===== config.mk =====
export PLATFORM = sky130hd
export DESIGN_NAME = alu_pipe
export DESIGN_NICKNAME = d
export VERILOG_FILES = /design/src/rtl/alu_pipe.sv
export SDC_FILE = /design/constraint.sdc
export NUM_CORES = 1
export LEC_CHECK = 0
export ABC_AREA = 1
export CAP_MARGIN = 5
export CORE_MARGIN = 4
export CORE_UTILIZATION = 70
export DETAILED_ROUTE_END_ITERATION = 10
export GPL_ROUTABILITY_DRIVEN = 0
export GPL_TIMING_DRIVEN = 1
export PLACE_DENSITY = 0.9
export SYNTH_ARGS = -nofsm -noshare
export SYNTH_HDL_FRONTEND = slang
export SYNTH_SLANG_ARGS = --single-unit

===== constraint.sdc =====
create_clock -name clk -period 2.8 [get_ports clk]
set_input_delay 0.56 -clock clk [delete_from_list [all_inputs] [get_ports clk]]
set_output_delay 0.56 -clock clk [all_outputs]
set_load 0.05 [all_outputs]

===== src/rtl/alu_pipe.sv =====
// Pipelined ALU: single-cycle arithmetic/logic ops, start pulses, optional iterative divider.
// Define ALU_PIPE_DIV_EN to build the restoring divider and its DIV state.
module alu_pipe #(
   parameter int DATA_W = 19,
   parameter int OPC_W  = 5
) (
   input  logic              clk,
   input  logic              rst,
   input  logic              in_valid,
   output logic              in_ready,
   input  logic [OPC_W-1:0]  opcode,
   input  logic [DATA_W-1:0] operand_a,
   input  logic [DATA_W-1:0] operand_b,
   output logic              out_valid,
   input  logic              out_ready,
   output logic [DATA_W-1:0] result,
   output logic              zero_flag,
   output logic              divided_by_0,
   output logic              overflow_a,
   output logic              overflow_s,
   output logic              overflow_m,
   output logic              fft_strt,
   output logic              crypto_en
);

   localparam int MSB = DATA_W - 1;

   localparam logic [OPC_W-1:0] OP_ADD = OPC_W'(0);
   localparam logic [OPC_W-1:0] OP_SUB = OPC_W'(1);
   localparam logic [OPC_W-1:0] OP_MUL = OPC_W'(2);
   localparam logic [OPC_W-1:0] OP_DIV = OPC_W'(3);
   localparam logic [OPC_W-1:0] OP_AND = OPC_W'(4);
   localparam logic [OPC_W-1:0] OP_OR  = OPC_W'(5);
   localparam logic [OPC_W-1:0] OP_XOR = OPC_W'(6);
   localparam logic [OPC_W-1:0] OP_NOT = OPC_W'(7);
   localparam logic [OPC_W-1:0] OP_INC = OPC_W'(8);
   localparam logic [OPC_W-1:0] OP_DEC = OPC_W'(9);
   localparam logic [OPC_W-1:0] OP_FFT = OPC_W'(24);
   localparam logic [OPC_W-1:0] OP_ENC = OPC_W'(25);
   localparam logic [OPC_W-1:0] OP_DCR = OPC_W'(26);

   typedef enum logic [1:0] {IDLE, DIV, HOLD} state_t;

   state_t state_q, state_d;

   logic                accept;
   logic [DATA_W-1:0]   res_c;
   logic                dz_c, oa_c, os_c, om_c, zero_c;
   logic [2*DATA_W-1:0] prod;
   logic                div_go;
   logic                div_done;
   logic [DATA_W-1:0]   div_q_nxt;

   assign in_ready = (state_q == IDLE) && (!out_valid || out_ready);
   assign accept   = in_valid && in_ready;
   assign prod     = {{DATA_W{1'b0}}, operand_a} * {{DATA_W{1'b0}}, operand_b};

   // Single-cycle datapath; a nonzero divide only raises div_go and is resolved by the divider
   always_comb begin
      res_c = '0;
      dz_c  = 1'b0;
      oa_c  = 1'b0;
      os_c  = 1'b0;
      om_c  = 1'b0;
`ifdef ALU_PIPE_DIV_EN
      div_go = 1'b0;
`endif
      case (opcode)
         OP_ADD: begin
            res_c = operand_a + operand_b;
            oa_c  = (operand_a[MSB] == operand_b[MSB]) && (res_c[MSB] != operand_a[MSB]);
         end
         OP_SUB: begin
            res_c = operand_a - operand_b;
            os_c  = (operand_a[MSB] != operand_b[MSB]) && (res_c[MSB] != operand_a[MSB]);
         end
         OP_MUL: begin
            res_c = prod[DATA_W-1:0];
            om_c  = |prod[2*DATA_W-1:DATA_W];
         end
         OP_DIV: begin
            if (operand_b == '0) begin
               res_c = '1;
               dz_c  = 1'b1;
            end
`ifdef ALU_PIPE_DIV_EN
            else begin
               div_go = 1'b1;
            end
`endif
         end
         OP_AND: res_c = operand_a & operand_b;
         OP_OR:  res_c = operand_a | operand_b;
         OP_XOR: res_c = operand_a ^ operand_b;
         OP_NOT: res_c = ~operand_a;
         OP_INC: res_c = operand_a + DATA_W'(1);
         OP_DEC: res_c = operand_a - DATA_W'(1);
         default: res_c = '0;
      endcase
   end

   assign zero_c = (res_c == '0) && !dz_c;

`ifdef ALU_PIPE_DIV_EN
   localparam int CNT_W = $clog2(DATA_W + 1);

   logic [DATA_W-1:0] dvsr, quo, rem, rem_nxt;
   logic [DATA_W:0]   rem_sh;
   logic [CNT_W-1:0]  cnt;
   logic              ge;

   // Restoring step: shift next dividend bit into the remainder, subtract divisor if it fits
   assign rem_sh    = {rem, quo[MSB]};
   assign ge        = rem_sh >= {1'b0, dvsr};
   assign rem_nxt   = ge ? DATA_W'(rem_sh - {1'b0, dvsr}) : rem_sh[DATA_W-1:0];
   assign div_q_nxt = {quo[DATA_W-2:0], ge};
   assign div_done  = (state_q == DIV) && (cnt == CNT_W'(DATA_W - 1));

   always_ff @(posedge clk or posedge rst) begin
      if (rst) begin
         dvsr <= '0;
         quo  <= '0;
         rem  <= '0;
         cnt  <= '0;
      end else if (accept && div_go) begin
         dvsr <= operand_b;
         quo  <= operand_a;
         rem  <= '0;
         cnt  <= '0;
      end else if (state_q == DIV) begin
         quo  <= div_q_nxt;
         rem  <= rem_nxt;
         cnt  <= cnt + CNT_W'(1);
      end
   end
`else
   assign div_go    = 1'b0;
   assign div_done  = 1'b0;
   assign div_q_nxt = '0;
`endif

   always_ff @(posedge clk or posedge rst) begin
      if (rst) state_q <= IDLE;
      else     state_q <= state_d;
   end

   always_comb begin
      state_d = state_q;
      case (state_q)
         IDLE:    if (accept && div_go) state_d = DIV;
         DIV:     if (div_done) state_d = HOLD;
         HOLD:    if (out_valid && out_ready) state_d = IDLE;
         default: state_d = IDLE;
      endcase
   end

   always_ff @(posedge clk or posedge rst) begin
      if (rst) begin
         out_valid    <= 1'b0;
         result       <= '0;
         zero_flag    <= 1'b0;
         divided_by_0 <= 1'b0;
         overflow_a   <= 1'b0;
         overflow_s   <= 1'b0;
         overflow_m   <= 1'b0;
         fft_strt     <= 1'b0;
         crypto_en    <= 1'b0;
      end else begin
         // Start pulses follow acceptance only; back-pressure never stretches them
         fft_strt  <= accept && (opcode == OP_FFT);
         crypto_en <= accept && ((opcode == OP_ENC) || (opcode == OP_DCR));
         if (accept && !div_go) begin
            out_valid    <= 1'b1;
            result       <= res_c;
            zero_flag    <= zero_c;
            divided_by_0 <= dz_c;
            overflow_a   <= oa_c;
            overflow_s   <= os_c;
            overflow_m   <= om_c;
         end else if (div_done) begin
            out_valid    <= 1'b1;
            result       <= div_q_nxt;
            zero_flag    <= (div_q_nxt == '0);
            divided_by_0 <= 1'b0;
            overflow_a   <= 1'b0;
            overflow_s   <= 1'b0;
            overflow_m   <= 1'b0;
         end else if (out_valid && out_ready) begin
            out_valid <= 1'b0;
         end
      end
   end

endmodule


==> results.tsv, run 1 <==
stage	metric	value	unit
status	status	aborted with a tool error	
yosys	post_synth_inst_count	2861	
yosys	yosysWarningCount	0	
clocking	cts_inserted_buffers	3	
clocking	tritoncts_num_sinks	27	
yosys	yosysTopAreaCell	sky130_fd_sc_hd__fa_1	
yosys	synth_ff_type	sky130_fd_sc_hd__dfrtp_1	
clocking	holdBufCountCts	0	
yosys	netlist_area	18790	sq um
clocking	postCtsResizedCells	506	
clocking	max-clock-path-buffers	2	
yosys	seq_area_frac_synth	3.596	%
floorplan	num_io_pins	75	
yosys	synth_edf_count	0	
yosys	async_reset_ff_share	100.0	%
clocking	cts_htree_levels	1	
yosys	avgSynthCellArea	6.567	sq um
floorplan	die_w	171.8	um
yosys	synth.area.top_cells	sky130_fd_sc_hd__fa_1 31%, sky130_fd_sc_hd__nand2_1 17%, sky130_fd_sc_hd__inv_1 14%	
yosys	synth_top_cell_area_share	30.90	%
place	dp_hpwl	67.07	mm
place	place.port_buffers	74	
yosys	syn_nets	3396	
floorplan	num_rows	59	
clocking	clock_tree.root_cell	sky130_fd_sc_hd__clkbuf_16	
yosys	flip_flop_and_latch_count_after_synthesis	27	
floorplan	start_util	71.69	%
status	run_error	[ERROR DPL-0038] Utilization greater than 100%, impossible to legalize	
place	place_worst_setup_slack	-4.028	ns
floorplan	die_height	171.8	um
yosys	yosysUniqueCellTypes	43	
clocking	post-cts-setup-buffers	109	
status	lastStage	clock tree synthesis	
==> Yosys cell counts, drive strengths merged (2+ instances only) <==
| cell type | number |
|---|---|
| a21oi | 86 |
| o41ai | 2 |
| clkbuf | 59 |
| a31oi | 4 |
| nor4 | 2 |
| xnor2 | 6 |
| nand3b | 13 |
| o21ai | 63 |
| and2 | 3 |
| xor2 | 10 |
| buf | 44 |
| inv | 729 |
| dfrtp | 27 |
| nand4 | 49 |
| nand2 | 844 |
| fa | 290 |
| o21a | 5 |
| ha | 198 |
| o22ai | 11 |
| o21bai | 11 |
| a21boi | 3 |
| nor2 | 206 |
| a21o | 2 |
| nor3 | 23 |
| nand3 | 166 |
| or2 | 4 |
==> metrics by stage <==
stage	TNS, ns	area, sq um	std cells	util [%]	hold slack, ns
floorplan	-35.07	19840	2861	-	0.6127
global placement	-57.51	23830	3611	90.94	0.4645
detailed placement	-62.12	23830	3611	90.94	0.4725
==> cell families after synthesis <==
family | after synthesis | share of synthesized area, %
simple gates | 1310 | 29.00
flops | 27 | 3.596
fa+ha+maj | 488 | 44.09
compound gates | 188 | 5.561
xor+xnor | 16 | 0.7458
buf+inv | 832 | 17.02
==> inputs of run 2 (changes only) <==
Settings changed: CORE_UTILIZATION 70 to 40, PLACE_DENSITY 0.9 to default, PLACE_DENSITY_LB_ADDON from default to 0.15.
==> run 2 against run 1 <==
Compared with the run above:
- the flow now finishes, with violations (setup timing)
- synthesized area unchanged
- synthesized cell count unchanged
==> results.tsv, run 2 <==
stage	metric	value	unit
status	status	finished with violations	
status	violations	setup timing	
sta	min_period_over_period	206.3	%
layout	antennaDiodeCount	0	
yosys	flip_flop_and_latch_count_after_synthesis	27	
clocking	tritoncts_num_sinks	27	
clocking	max-clock-path-buffers	2	
place	place_worst_setup_slack	-3.862	ns
critical_path	timing.rr.end	zero_flag	
detailed_routing	vias	21090	
critical_path	cp_data_required_time	3.01	ns
place	place.port_buffers	74	
yosys	netlist_area	18790	sq um
yosys	synthMostInstantiatedCell	sky130_fd_sc_hd__nand2_1	
sta	grt_setup_unrepaired	yes	
detailed_routing	detail-route-antenna-nets	0	
floorplan	start_util	40.44	%
clocking	cts_htree_levels	1	
detailed_routing	detailedRoute.firstPassIterationCount	6	
floorplan	die_height	224.7	um
place	placed_cell_area	24580	sq um
sta	final.min_clock_period	5.776	ns
critical_path	timing.rr.start	out_valid	
detailed_routing	wirelength	79.00	mm
critical_path	timing.critical_path.fanout_max	7	
grt	antenna_found_initial	3	
place	dp_hpwl	59.98	mm
grt	grt_pass1_wl	119.2	mm
yosys	synth_edf_count	0	
layout	total_non_filler_cell_area_in_the_finished_layout	28470	sq um
floorplan	die_w	224.7	um
floorplan	fp.coreArea	46460	sq um
grt	vias_in_the_first_global_route	21770	
detailed_routing	detail_route.wl_per_cell	19.35	um
sta	timing_worst_slew_pin_value	0.5750	ns
critical_path	worst-r2r-setup-slack	1.32	ns
sta	report.final.slew_viol_count	0	
yosys	post_synth_inst_count	2861	
layout	layout.cells.most_common	sky130_fd_sc_hd__nand2_1	
detailed_routing	drtIter0Drc	1915	
yosys	yosysTopAreaCell	sky130_fd_sc_hd__fa_1	
critical_path	setup.worst_path.end_class	flop	
sta	worst_slack	-2.976	ns
critical_path	kind_of_start_point_of_the_critical_path	primary input	
layout	final_cell_mix	729 x sky130_fd_sc_hd__nand2_1, 615 x sky130_fd_sc_hd__inv_1, 513 x sky130_fd_sc_hd__buf_4	
yosys	synth.area.top_cells	sky130_fd_sc_hd__fa_1 31%, sky130_fd_sc_hd__nand2_1 17%, sky130_fd_sc_hd__inv_1 14%	
layout	largest_reg_flops	19	
clocking	holdBufCountCts	0	
yosys	avgSynthCellArea	6.567	sq um
layout	post_route_cells_drive_above_1_share	34.10	%
floorplan	num_io_pins	75	
sta	relSlewSlack	61.26	%
clocking	clock_tree.root_cell	sky130_fd_sc_hd__clkbuf_16	
flow_run	max_cap_violations	0	
floorplan	dieArea	50500	sq um
yosys	netlist_top_cells_count	839 x sky130_fd_sc_hd__nand2_1, 723 x sky130_fd_sc_hd__inv_1, 290 x sky130_fd_sc_hd__fa_1, 198 x sky130_fd_sc_hd__ha_1, 194 x sky130_fd_sc_hd__nor2_1	
critical_path	path_class	primary input to flop	
grt	grt-ovfl-total	0	
min_path	min-delay-start	result[9]	
floorplan	num_rows	79	
yosys	yosysWarningCount	0	
critical_path	cp-startpoint	operand_a[4]	
min_path	worst_hold_path_stage_count	2	
layout	nNetsFinal	4011	
grt	maximum_number_of_pins_on_one_net_before_global_route_repair	34	
sta	maxClockFrequency	0.1731	GHz
yosys	synth_ff_type	sky130_fd_sc_hd__dfrtp_1	
sta	fin_worst_skew	0.01690	ns
yosys	yosysUniqueCellTypes	43	
critical_path	worst_r2r_path_depth	11	
detailed_routing	drc	0	
clocking	cts_inserted_buffers	3	
yosys	synth_top_cell_area_share	30.90	%
layout	area.growth.synth_to_final	51.53	%
clocking	worstSkewPairLatency	0.30	ns
min_path	classification_of_the_worst_slack_hold_path	flop to flop	
grt	gr_util_all_layers	30.28	%
yosys	async_reset_ff_share	100.0	%
yosys	seq_area_frac_synth	3.596	%
clocking	clk_pin_slew_worst_paths	0.11	ns
clocking	clock_tree_from_tritoncts	built	
yosys	syn_nets	3396	
critical_path	data_arrival_time_at_the_worst_slack_endpoint	5.98	ns
detailed_routing	detail_route.vias_per_cell	5.167	
layout	fillCellCount	4116	
sta	number_of_hold_violations_in_the_final_report	0	
sta	setup_viol	18	
min_path	min_delay_worst_endpoint	result[9]	
layout	largest-register	result	
## run 2: cell counts after synthesis
Identical to the previous run, type by type.
## run 2: worst max-delay path, stage by stage
cell,delay [ns]
sky130_fd_sc_hd__buf_2,0.12
sky130_fd_sc_hd__buf_12,0.14
sky130_fd_sc_hd__buf_12,0.13
sky130_fd_sc_hd__buf_8,0.13
sky130_fd_sc_hd__nand2_4,0.05
sky130_fd_sc_hd__fa_1,0.44
sky130_fd_sc_hd__fa_1,0.53
sky130_fd_sc_hd__fa_1,0.53
sky130_fd_sc_hd__fa_1,0.58
sky130_fd_sc_hd__fa_1,0.44
sky130_fd_sc_hd__fa_1,0.54
sky130_fd_sc_hd__inv_2,0.05
sky130_fd_sc_hd__ha_4,0.27
sky130_fd_sc_hd__a21oi_4,0.20
sky130_fd_sc_hd__nor2_2,0.06
sky130_fd_sc_hd__nor2_2,0.15
sky130_fd_sc_hd__o21a_1,0.19
sky130_fd_sc_hd__nor2_1,0.06
sky130_fd_sc_hd__nor2_1,0.15
sky130_fd_sc_hd__nand3_1,0.09
sky130_fd_sc_hd__nand2_1,0.07
sky130_fd_sc_hd__nand2_1,0.07
sky130_fd_sc_hd__nor2_1,0.15
sky130_fd_sc_hd__nand3_1,0.13
sky130_fd_sc_hd__nand2_1,0.08
sky130_fd_sc_hd__nand2_1,0.05
## run 2: how the worst max path moves through the flow
stage	endpoint	slack, ns	cells after the start
final	overflow_m	-2.98	26
after global routing	overflow_m	-3.20	28
after CTS	zero_flag	-2.94	29
after detailed placement	overflow_m	-3.86	29
after global placement	zero_flag	-3.81	29
after floorplan	overflow_m	-2.64	28
## run 2: layout make-up
cell class | instances | area, sq um | area share [%]
Multi-Input combinational cell | 2002 | 17250 | 60.57
Timing Repair Buffer | 713 | 6963 | 24.46
Inverter | 729 | 2744 | 9.638
Tap cell | 607 | 759.5 | 2.668
Sequential cell | 27 | 675.6 | 2.373
Clock buffer | 3 | 75.07 | 0.2637
Clock inverter | 1 | 7.507 | 0.02637
## run 2: cell families after synthesis
group	count (synthesis)	share of synthesized area [%]
xor gates and xnor gates	16	0.7458
and+or+nand+nor	1310	29.00
AOI/OAI and AO/OA	188	5.561
DFF	27	3.596
buffers and inverters	832	17.02
adders and majority gates	488	44.09
## run 2: metrics by stage
stage	utilization [%]	hold slack (ns)	TNS, ns	cells
6_report	61.28	0.4870	-42.79	4082
5_1_grt	61.28	0.5158	-45.49	4082
4_1_cts	58.85	0.4916	-43.86	4056
3_5_place_dp	52.91	0.4714	-61.26	3934
3_3_place_gp	52.91	0.4646	-60.43	3934
2_1_floorplan	-	0.6127	-35.07	2861
## run 2: layer usage
| layer | GRT usage, % | vias to the layer above | part of all wire, % |
|---|---|---|---|
| met2 | 50.30 | 929 | 46 |
| met3 | 6.434 | 268 | 8.8 |
| met4 | 12.04 | 4 | 5.8 |
| met5 | 0 | - | 0.037 |
| li1 | - | 9729 | - |
| met1 | 38.74 | 10160 | 39 |
## run 2: repair_timing
| item | in CTS | in global routing |
|---|---|---|
| pin swaps | 188 | 246 |
| setup endpoints to repair | 21 | 21 |
| gates cloned | 21 | 1 |
| resized for setup | 487 | 313 |
| setup buffers | 100 | 36 |
Power of run 2 is left out: the tool's default activity adds up to more than one toggle a clock period on the data nets, which glitch-free logic cannot reach.
